<file path="src/rtl/fifo_arb_pkg.sv">
// rtl/fifo_arb_pkg.sv - shared types for the FIFO drain arbiter
package fifo_arb_pkg;

  typedef enum logic {
    IDLE  = 1'b0,
    BURST = 1'b1
  } arb_state_t;

endpackage

</file>
<file path="src/rtl/fifo_drain_arbiter_rr_pick.sv">
// rtl/fifo_drain_arbiter_rr_pick.sv - combinational round-robin picker
module rr_pick #(
  parameter int N_PORTS  = 4,
  parameter int ID_WIDTH = $clog2(N_PORTS)
) (
  input  logic [N_PORTS-1:0]  req,
  input  logic [ID_WIDTH-1:0] last,
  output logic                any,
  output logic [ID_WIDTH-1:0] idx
);

  logic [ID_WIDTH-1:0] pos;

  always_comb begin
    any = 1'b0;
    idx = '0;
    pos = '0;
    // Walk last+1 .. last+N so the previous owner is considered last.
    for (int k = 1; k <= N_PORTS; k++) begin
      pos = ID_WIDTH'((int'(last) + k) % N_PORTS);
      if (!any && req[pos]) begin
        any = 1'b1;
        idx = pos;
      end
    end
  end

endmodule

</file>
<file path="src/rtl/fifo_drain_arbiter.sv">
// rtl/fifo_drain_arbiter.sv - round-robin burst drain of N FIFOs onto one stream
module fifo_drain_arbiter
  import fifo_arb_pkg::*;
#(
  parameter int N_PORTS    = 4,
  parameter int DATA_WIDTH = 8,
  parameter int MAX_BURST  = 4,
  parameter int ID_WIDTH   = $clog2(N_PORTS)
) (
  input  logic                          clk,
  input  logic                          rst,
  input  logic [N_PORTS-1:0]            port_en,
  input  logic [N_PORTS-1:0]            fifo_empty,
  input  logic [N_PORTS*DATA_WIDTH-1:0] fifo_data,
  output logic [N_PORTS-1:0]            fifo_r_en,
  output logic [DATA_WIDTH-1:0]         out_data,
  output logic                          out_valid,
  input  logic                          out_ready,
  output logic [ID_WIDTH-1:0]           out_src,
  output logic                          out_last,
  output logic                          busy
);

  localparam int                  CNT_W     = $clog2(MAX_BURST + 1);
  localparam logic [CNT_W-1:0]    LAST_CNT  = CNT_W'(MAX_BURST - 1);
  localparam logic [ID_WIDTH-1:0] INIT_LAST = ID_WIDTH'(N_PORTS - 1);
  localparam logic [N_PORTS-1:0]  ONE_HOT0  = N_PORTS'(1);

  arb_state_t            state;
  logic [ID_WIDTH-1:0]   grant;
  logic [ID_WIDTH-1:0]   last_grant;
  logic [ID_WIDTH-1:0]   pick_idx;
  logic [CNT_W-1:0]      burst_cnt;
  logic                  pick_any;
  logic                  in_burst;
  logic                  pop;
  logic [N_PORTS-1:0]    elig;
  logic [DATA_WIDTH-1:0] words [N_PORTS];

  for (genvar g = 0; g < N_PORTS; g++) begin : g_words
    assign words[g] = fifo_data[g*DATA_WIDTH +: DATA_WIDTH];
  end

  assign elig = port_en & ~fifo_empty;

  rr_pick #(
    .N_PORTS  (N_PORTS),
    .ID_WIDTH (ID_WIDTH)
  ) u_pick (
    .req  (elig),
    .last (last_grant),
    .any  (pick_any),
    .idx  (pick_idx)
  );

  // Empty is sampled live, so a word is never offered from a drained FIFO.
  assign in_burst  = (state == BURST);
  assign out_valid = in_burst & port_en[grant] & ~fifo_empty[grant];
  assign pop       = out_valid & out_ready;
  assign fifo_r_en = pop ? (ONE_HOT0 << grant) : '0;
  assign out_last  = out_valid & (burst_cnt == LAST_CNT);
  assign out_src   = in_burst ? grant : '0;
  assign out_data  = out_valid ? words[grant] : '0;
  assign busy      = in_burst;

  always_ff @(posedge clk or negedge rst) begin
    if (!rst) begin
      state      <= IDLE;
      grant      <= '0;
      last_grant <= INIT_LAST;
      burst_cnt  <= '0;
    end else begin
      case (state)
        IDLE: begin
          if (pick_any) begin
            grant     <= pick_idx;
            burst_cnt <= '0;
            state     <= BURST;
          end
        end
        BURST: begin
          if (!out_valid) begin
            last_grant <= grant;
            state      <= IDLE;
          end else if (pop) begin
            burst_cnt <= burst_cnt + CNT_W'(1);
            if (burst_cnt == LAST_CNT) begin
              last_grant <= grant;
              state      <= IDLE;
            end
          end
        end
        default: state <= IDLE;
      endcase
    end
  end

endmodule

</file>
<file path="config.mk">
export PLATFORM = sky130hd
export DESIGN_NAME = fifo_drain_arbiter
export DESIGN_NICKNAME = d
export VERILOG_FILES = /design/src/rtl/fifo_arb_pkg.sv /design/src/rtl/fifo_drain_arbiter_rr_pick.sv /design/src/rtl/fifo_drain_arbiter.sv
export SDC_FILE = /design/constraint.sdc
export NUM_CORES = 1
export LEC_CHECK = 0
export ABC_AREA = 0
export CORE_MARGIN = 10
export CORE_UTILIZATION = 33
export CTS_BUF_LIST = sky130_fd_sc_hd__clkbuf_8
export DETAILED_ROUTE_END_ITERATION = 12
export PLACE_DENSITY = 0.8
export REMOVE_ABC_BUFFERS = 1
export SYNTH_ARGS = -nofsm -noshare
export SYNTH_HDL_FRONTEND = slang
export SYNTH_HIERARCHICAL = 1
export SYNTH_SLANG_ARGS = --single-unit
export TNS_END_PERCENT = 5
</file>
<file path="constraint.sdc">
create_clock -name clk -period 1.8 [get_ports clk]
set_clock_uncertainty 0.1 [all_clocks]
set_input_delay 0.36 -clock clk [delete_from_list [all_inputs] [get_ports clk]]
set_output_delay 0.36 -clock clk [all_outputs]
set_load 0.03 [all_outputs]
</file>
* After elaboration in Yosys (flattened, before gate mapping) *
Cells that the tools add are included.

word-level totals
  register bits after elaboration = 8
  latch bits = 0
  memory bits (writable) = 0
  ROM bits = 0
  bits of input ports = 43
  output and inout port bits = 17
  word-level logic and storage cells = 78
  memories kept = 0

operators by class
  add/subtract/negate cells = 5
  multiply operators = 0
  divide/modulo/power cells = 0
  magnitude comparators = 6
  equal/unequal tests = 6
  shift-type cells = 1
  muxes and demuxes = 38
  bitwise gates (word level) = 9
  reduce and logical (&&, ||, !) cells = 9

operator list
  operator               count
  $mux W8                3
  $bmux W8 S2            1
  $mux W2                8
  $lt A2 B3 Y1 const B   5
  $mux W1                14
  $bmux W1 S2            6
  $mux W3                3
  $ne A2 B1 Y1 const B   3
  $pmux W3 S2            1
  $reduce_and A3 Y1      2
  $add A2 B1 Y2 const B  2
  $add A2 B2 Y2 const B  2
  $and A1 B1 Y1          4
  $and A4 B4 Y4          1
  $mux W4                1
  $ne A2 B2 Y1 const B   2
  $not A4 Y4             1
  $shl A1 B2 Y4 const A  1
  $add A3 B1 Y3 const B  1
  $eq A3 B2 Y1 const B   1
  $ge A3 B3 Y1 const B   1
  $logic_and A1 B1 Y1    3
  $logic_not A1 Y1       3
  $not A2 Y3             1
  3 further kinds        4

* Logic depth before layout (Yosys ltp) *
Gate-level depths: netlist of the first run.

  depth in word-level cells = 16
  mapped depth = 7
  mapped depth without buffers = 7

* Cells and area by module *
Netlist of the first run, hierarchy kept.

modules (own cells, without submodules)
  module              instances  cells an instance  area an instance (µm²)  sequential area each (µm²)
  fifo_drain_arbiter  1          84                 809.5                   202.7
  rr_pick             1          14                 91.3                    0.0

* Worst setup path after synthesis of the first run *
OpenSTA, ideal clock, no wires.

  path type = register to output
  start point = reg state, in the netlist busy
  end point = out fifo_r_en[2]
  arrival time = 1877 ps
  setup slack = -537 ps
  cell stages (with the launch flop) = 4
  buffers on the path = 1
  cells stage by stage = dfrtp_1 -> clkbuf_1 -> nand2_1 -> nor4_1

between the ends
  cells in the longest elaborated chain, start to end = 4

ends and longest elaborated chain
  item                        line                      text
  from (decl)                 fifo_drain_arbiter.sv:29  arb_state_t state;
  from (signal assigned)      fifo_drain_arbiter.sv:68  state <= IDLE;
  from (signal assigned)      fifo_drain_arbiter.sv:78  state <= BURST;
  from (signal assigned)      fifo_drain_arbiter.sv:84  state <= IDLE;
  $and A1 B1 Y1 (2 in a row)  fifo_drain_arbiter.sv:58  assign out_valid = in_burst & port_en[grant] & ~fifo_empty[grant];
  $and A1 B1 Y1               fifo_drain_arbiter.sv:59  assign pop = out_valid & out_ready;
  $mux W4                     fifo_drain_arbiter.sv:60  assign fifo_r_en = pop ? (ONE_HOT0 << grant) : '0;
  to (decl)                   fifo_drain_arbiter.sv:15  output logic [N_PORTS-1:0] fifo_r_en,

No other way between the ends.

* Final worst setup path of the first run *
  start point = in fifo_data[26]
  end point = out out_data[2]

between the ends
  cells in the longest elaborated chain, start to end = 4

ends and longest elaborated chain
  item                                        line                      text
  from (decl)                                 fifo_drain_arbiter.sv:14  input logic [N_PORTS*DATA_WIDTH-1:0] fifo_data,
  $bmux W8 S2                                 fifo_drain_arbiter.sv:63  assign out_data = out_valid ? words[grant] : '0;
  $mux W8 (implied by the code) (2 in a row)  fifo_drain_arbiter.sv:63
  $mux W8                                     fifo_drain_arbiter.sv:63
  to (decl)                                   fifo_drain_arbiter.sv:16  output logic [DATA_WIDTH-1:0] out_data,

No other way between the ends. The select of a mux whose other input is x is not followed.

==> results.toml, run 1 <==
[synthesis]
synth_top_family_by_area = "multiplexers"
synth-compound-area-share_pct = 10.0
synth_common_cells = "mux4_2, and3_1, inv_1, nand2_1, nor2_1"
synth_top_area_share_pct = 22.5
synthSimpleGateAreaFrac_pct = 27.6
async_reset_ff_share_pct = 100
yosysMostFrequentCell = "mux4_2"
synth_seq_area_share_pct = 22.5
syn-instance-count = 98
synth_edf_count = 0
synth_area_leader_cell = "mux4_2"
synth.avg_cell_area_sq_um = 9.19
ys_seq_elements = 8
synth_warnings = 6
netlist_area_sq_um = 901
synth.area.mux_share_pct = 29.6
synthDistinctLibCells = 33
yosys.area_share.adder_pct = 2.78
synth_area_leaders = "mux4_2, dfrtp_1, dfstp_2, and3_1, nand2b_1"
synth-main-ff-cell = "dfrtp_1"
synth_xor_xnor_area_share_pct = 0

[timing]
slew_viol_final = 0
hold_viol = 0
rsz0062_at_grt = "yes"
slew_headroom_pct = 75.6
period_needed_ns = 2.16
timing.final.crit_share_pct = 120
finalSetupViolCount = 13
fin_tns_setup_ns = -3.27
holdWs_ns = 0.304
fin_ws_ns = -0.358
fmax_mhz = 463
worstMarginPinSlew_ns = 0.365

[die]
rows = 18
die-height_um = 72.3
die-area_sq_mm = 0.00522
initial_core_util_pct = 35.4
fp.dieW_um = 72.3
io_pins = 60
core_sq_mm = 0.00254

[global_routing]
grt_pass1_vias = 1192
antenna_found_initial = 0
grt_overflow = 0
grt_usage_pct = 14.3
grt_pass1_wl_mm = 6.02
grt_max_degree = 20

[layout]
drive_gt1_share_pct = 43.1
design_area_sq_mm = 0.00181
fin_cells = 204
area_growth_syn_to_layout_pct = 101
antenna_cells = 0
fin_nets = 220
final_util_pct = 71.0

[detailed_routing]
drcViolationCount = 0
viasPerCell = 5.50
detail_route.iter0.violations = 88
ant_nets = 0
routed_wl_mm = 4.04
wl_per_cell_um = 19.8
drt_pass1_iterations = 4
routed-via-count = 1121

[power]
fin_total_pwr_mw = 2.11
pwr-share-comb_pct = 73.7
ir_worst_vdd_v = 0.000876
p_int_mw = 1.22
switchingPower_mw = 0.889
swShare_pct = 42.1
p_per_area_mw_per_mm2 = 1170
p_leak_nw = 0.805
pwr-share-seq_pct = 15.7
clkPwrFrac_pct = 10.6

[clocking]
htree_levels = 1
clk_path_buf_depth = 2
clk_pin_slew_ns = 0.05
clock-root-buffer = "clkbuf_8"
clk_latency_ns = 0.24
cts_tree = "done"
cts.sinks = 8
cts_buffers = 3
cts_hold_buf = 0

[worst_setup_path]
crit_fanout = 1
crit_required_ns = 1.34
arrival_ns = 1.70
start_kind = "input port"
crit_path_end_kind = "primary output"
crit_type = "input port to primary output"

[job]
drv_cap = 0

[place]
placed_cells = 195
place.port_buffers = 59
gp_congestion = 0.818
place_ws_ns = -0.637
place_hpwl_mm = 2.94
placed_cell_area_sq_mm = 0.00160

[status]
failed_checks = "setup timing"
status = "finished with violations"

[worst_hold_path]
hold_class = "input port to asynchronous set/reset pin"
## registers in the layout, indices dropped and copies added (netlist names)
register,count
burst_cnt,3
busy,1
grant,2
last_grant,2
## critical path, stage by stage
cell             delay [ns]
clkdlybuf4s50_1        0.45
mux4_2                 0.52
and3_1                 0.20
buf_4                  0.16
## placed cells by master, fill, tap and decap left out, drive strengths merged, types with 3 or more instances in the layout
master | Yosys | routed
clkdlybuf4s50 | 0 | 33
buf | 4 | 36
nand2b | 6 | 6
and2 | 3 | 3
o21ai | 4 | 4
nand2 | 8 | 8
inv | 9 | 10
a21oi | 4 | 4
mux2i | 3 | 3
dlygate4sd2 | 0 | 9
mux2 | 3 | 3
nor2 | 7 | 7
mux4 | 9 | 10
dfrtp | 6 | 6
nor2b | 3 | 3
clkbuf | 3 | 3
and3 | 8 | 8
## worst paths after layout
kind	from	end	slack (ns)	cells past startpoint
worst min register to register	last_grant[0]	last_grant[0]	0.41	2
worst max register to register	grant[1]	last_grant[1]	-0.18	6
worst max-delay path	fifo_data[26]	out_data[2]	-0.36	4
min in group clk	last_grant[0]	last_grant[0]	0.41	2
worst min-delay path	rst	burst_cnt[0]	0.30	1
max in group asynchronous	rst	last_grant[1]	0.98	1
## cell type report
type / count / area, sq um
Clock buffer: 3 / 41.3
Clock inverter: 1 / 3.75
Fill cell: 167 / 737
Inverter: 9 / 36.3
Multi-Input combinational cell: 75 / 736
Sequential cell: 8 / 203
Tap cell: 30 / 37.5
Timing Repair Buffer: 78 / 751
## per-layer routing
metal	global-route usage [%]	share of wire, %	wire length, um	vias to the layer above
met5	0	0	0	-
met4	2.80	0.57	23	0
met3	5.85	12	504	5
met2	24.5	47	1880	68
met1	16.2	40	1630	537
li1	-	-	-	511
## power groups by stage
| stage | Sequential (mW) | Combinational (mW) | Clock [mW] |
|---|---|---|---|
| finish | 0.332 | 1.56 | 0.224 |
| global route | 0.344 | 1.66 | 0.238 |
| CTS | 0.330 | 1.49 | 0.228 |
| detailed placement | 0.331 | 1.33 | 0 |
| global placement | 0.327 | 1.29 | 0 |
| floorplan | 0.447 | 0.640 | 0 |
## logic make-up after synthesis
group | count (synthesis)
AND/OR/NAND/NOR | 44
flip-flops | 8
buffers and inverters | 16
adder cells (fa/ha/maj) | 2
AO/OA/AOI/OAI | 13
multiplexers | 15
## what timing repair did
| item | 4_1_cts | 5_1_grt |
|---|---|---|
| pin swaps | 8 | 5 |
| setup endpoints to repair | 20 | 14 |
| gates cloned | 1 | 0 |
| buffers inserted | 3 | 1 |
| resized for setup | 38 | 3 |
Note: power is estimated with default switching activity, not from simulation.
==> run 2: changes to the inputs <==
CORE_UTILIZATION = 37   (was 33)
PLACE_DENSITY = 0.85   (was 0.8)
clock period = 2 ns   (was 1.8 ns; I/O delays follow)
==> run 2 against run 1 <==
The run still ends with setup timing left. Cell count shrank 1.5%. Register-to-register slack gained 0.26 ns. Sequential share of layout area grew 0.070 points. Hold slack gained 0.053 ns. Total power shrank 11%. Combinational power shrank 12%. Non-clock buffer count shrank 1. Critical path type unchanged. Critical endpoint is now out_data[7]. Largest cell class unchanged.
==> results.toml, run 2 (synthesis results as in run 1) <==
[status]
status = "finished with violations"
failed_checks = "setup timing"

[die]
fp.dieW_um = 69.3
die-height_um = 69.3
core_sq_mm = 0.00228
io_pins = 60
initial_core_util_pct = 39.6
rows = 17
die-area_sq_mm = 0.00481

[place]
placed_cells = 192
place.port_buffers = 59
place_hpwl_mm = 2.95
place_ws_ns = -0.503
gp_congestion = 0.896

[power]
p_leak_nw = 0.800
p_per_area_mw_per_mm2 = 1040
ir_worst_vdd_v = 0.00104

[global_routing]
grt_pass1_wl_mm = 7.01
antenna_found_initial = 0
grt_overflow = 0
globalRouteMet2Util_pct = 29.1
grt_usage_pct = 17.5
grt_max_degree = 19
busiest_layer = "met2"
grt_pass1_vias = 1199
grt.met3_usage_pct = 5.42
grtUsageMet1_pct = 21.8

[layout]
fillers = 114
antenna_cells = 0
largest_register = "burst_cnt"
drive_gt1_share_pct = 42.8
largest_registers = "burst_cnt x3, grant x2, last_grant x2"
fin_nets = 219
final_common_cell = "clkdlybuf4s50_1"
area_growth_syn_to_layout_pct = 99.4
largest_register_ffs = 3
final_cell_mix = "clkdlybuf4s50_1, buf_4, mux4_2"
fin_cells = 201
regArea_sq_um = 203
multi_input_area_sq_um = 732

[detailed_routing]
routed_wl_mm = 4.90
wl_per_cell_um = 24.4
routed-via-count = 1168
detail_route.iter0.violations = 112
drt_pass1_iterations = 6
drcViolationCount = 0
ant_nets = 0
viasPerCell = 5.81

[timing]
rsz0062_at_grt = "yes"
timing.final.crit_share_pct = 112
finalSetupViolCount = 10
slew_headroom_pct = 76.0
period_needed_ns = 2.23
slew_viol_final = 0
fin_ws_ns = -0.234
hold_viol = 0
fin_tns_setup_ns = -1.61
fmax_mhz = 448
holdWs_ns = 0.357
worstMarginPinSlew_ns = 0.358

[worst_setup_path]
crit_start = "fifo_data[31]"
crit_path_end_kind = "primary output"
endpoint = "out_data[7]"
worst-r2r-setup-slack_ns = 0.08
crit_type = "input port to primary output"
worstRegToRegCells = 5
crit_fanout = 1
crit_required_ns = 1.50
start_kind = "input port"
r2r-end = "last_grant[1]"
arrival_ns = 1.73
timing.rr.start = "grant[1]"

[clocking]
clock-root-buffer = "clkbuf_8"
clk_latency_ns = 0.22
cts_hold_buf = 0
cts.sinks = 8
htree_levels = 1
cts_tree = "done"
clk_path_buf_depth = 2
clk_pin_slew_ns = 0.04
cts_buffers = 3

[job]
drv_cap = 0

[worst_hold_path]
hold_class = "input port to asynchronous set/reset pin"
## run 2: routing by layer
metal  routed length [um]  part of all wire (%)
met5                    0                     0
met4                    4                 0.082
met3                  582                    12
met2                 2380                    49
met1                 1930                    39
## run 2: layout make-up
| class | instances | share of cell area [%] |
|---|---|---|
| clock inverters | 1 | 0.209 |
| clock buffers | 3 | 2.30 |
| multi-input cells | 75 | 40.7 |
| inverters | 9 | 2.02 |
| flip-flops and latches | 8 | 11.3 |
| repair buffers | 77 | 41.5 |
| well taps | 28 | 1.95 |
## run 2: worst max-delay path: stages
cell,delay (ns)
clkdlybuf4s50_1,0.45
mux4_2,0.54
and3_4,0.21
buf_6,0.13
## run 2: how the worst min path moves through the flow
stage	end	slack (ns)
after floorplan	burst_cnt[0]	0.004
after global placement	last_grant[0]	0.41
after detailed placement	last_grant[0]	0.42
after CTS	busy	0.36
after global routing	burst_cnt[0]	0.37
final	busy	0.36
## run 2: through the flow
step | power (mW) | cell area [sq um] | utilization (%)
after floorplan | 0.979 | 867 | -
after global placement | 1.43 | 1580 | 69.5
after detailed placement | 1.46 | 1580 | 69.5
after CTS | 1.77 | 1760 | 77.1
after global routing | 1.98 | 1800 | 78.9
final | 1.88 | 1800 | 78.9
## run 2: power breakdown
group	internal [mW]	leakage, nW	switching [mW]
logic	0.685	0.675	0.684
registers	0.237	0.0983	0.0818
clock network	0.132	0.0269	0.0564
## run 2: what timing repair did
item | in CTS | in global routing
cloned | 1 | 0
buffers inserted | 3 | 1
gates resized for setup | 37 | 10
endpoints found under the setup margin | 15 | 15
pin swaps | 4 | 6
==> run 3: changes to the inputs <==
HOLD_SLACK_MARGIN = 0.1   (was not set)
==> results of run 3 <==
The final DEF is identical to that of run 2; final timing and power are the same.
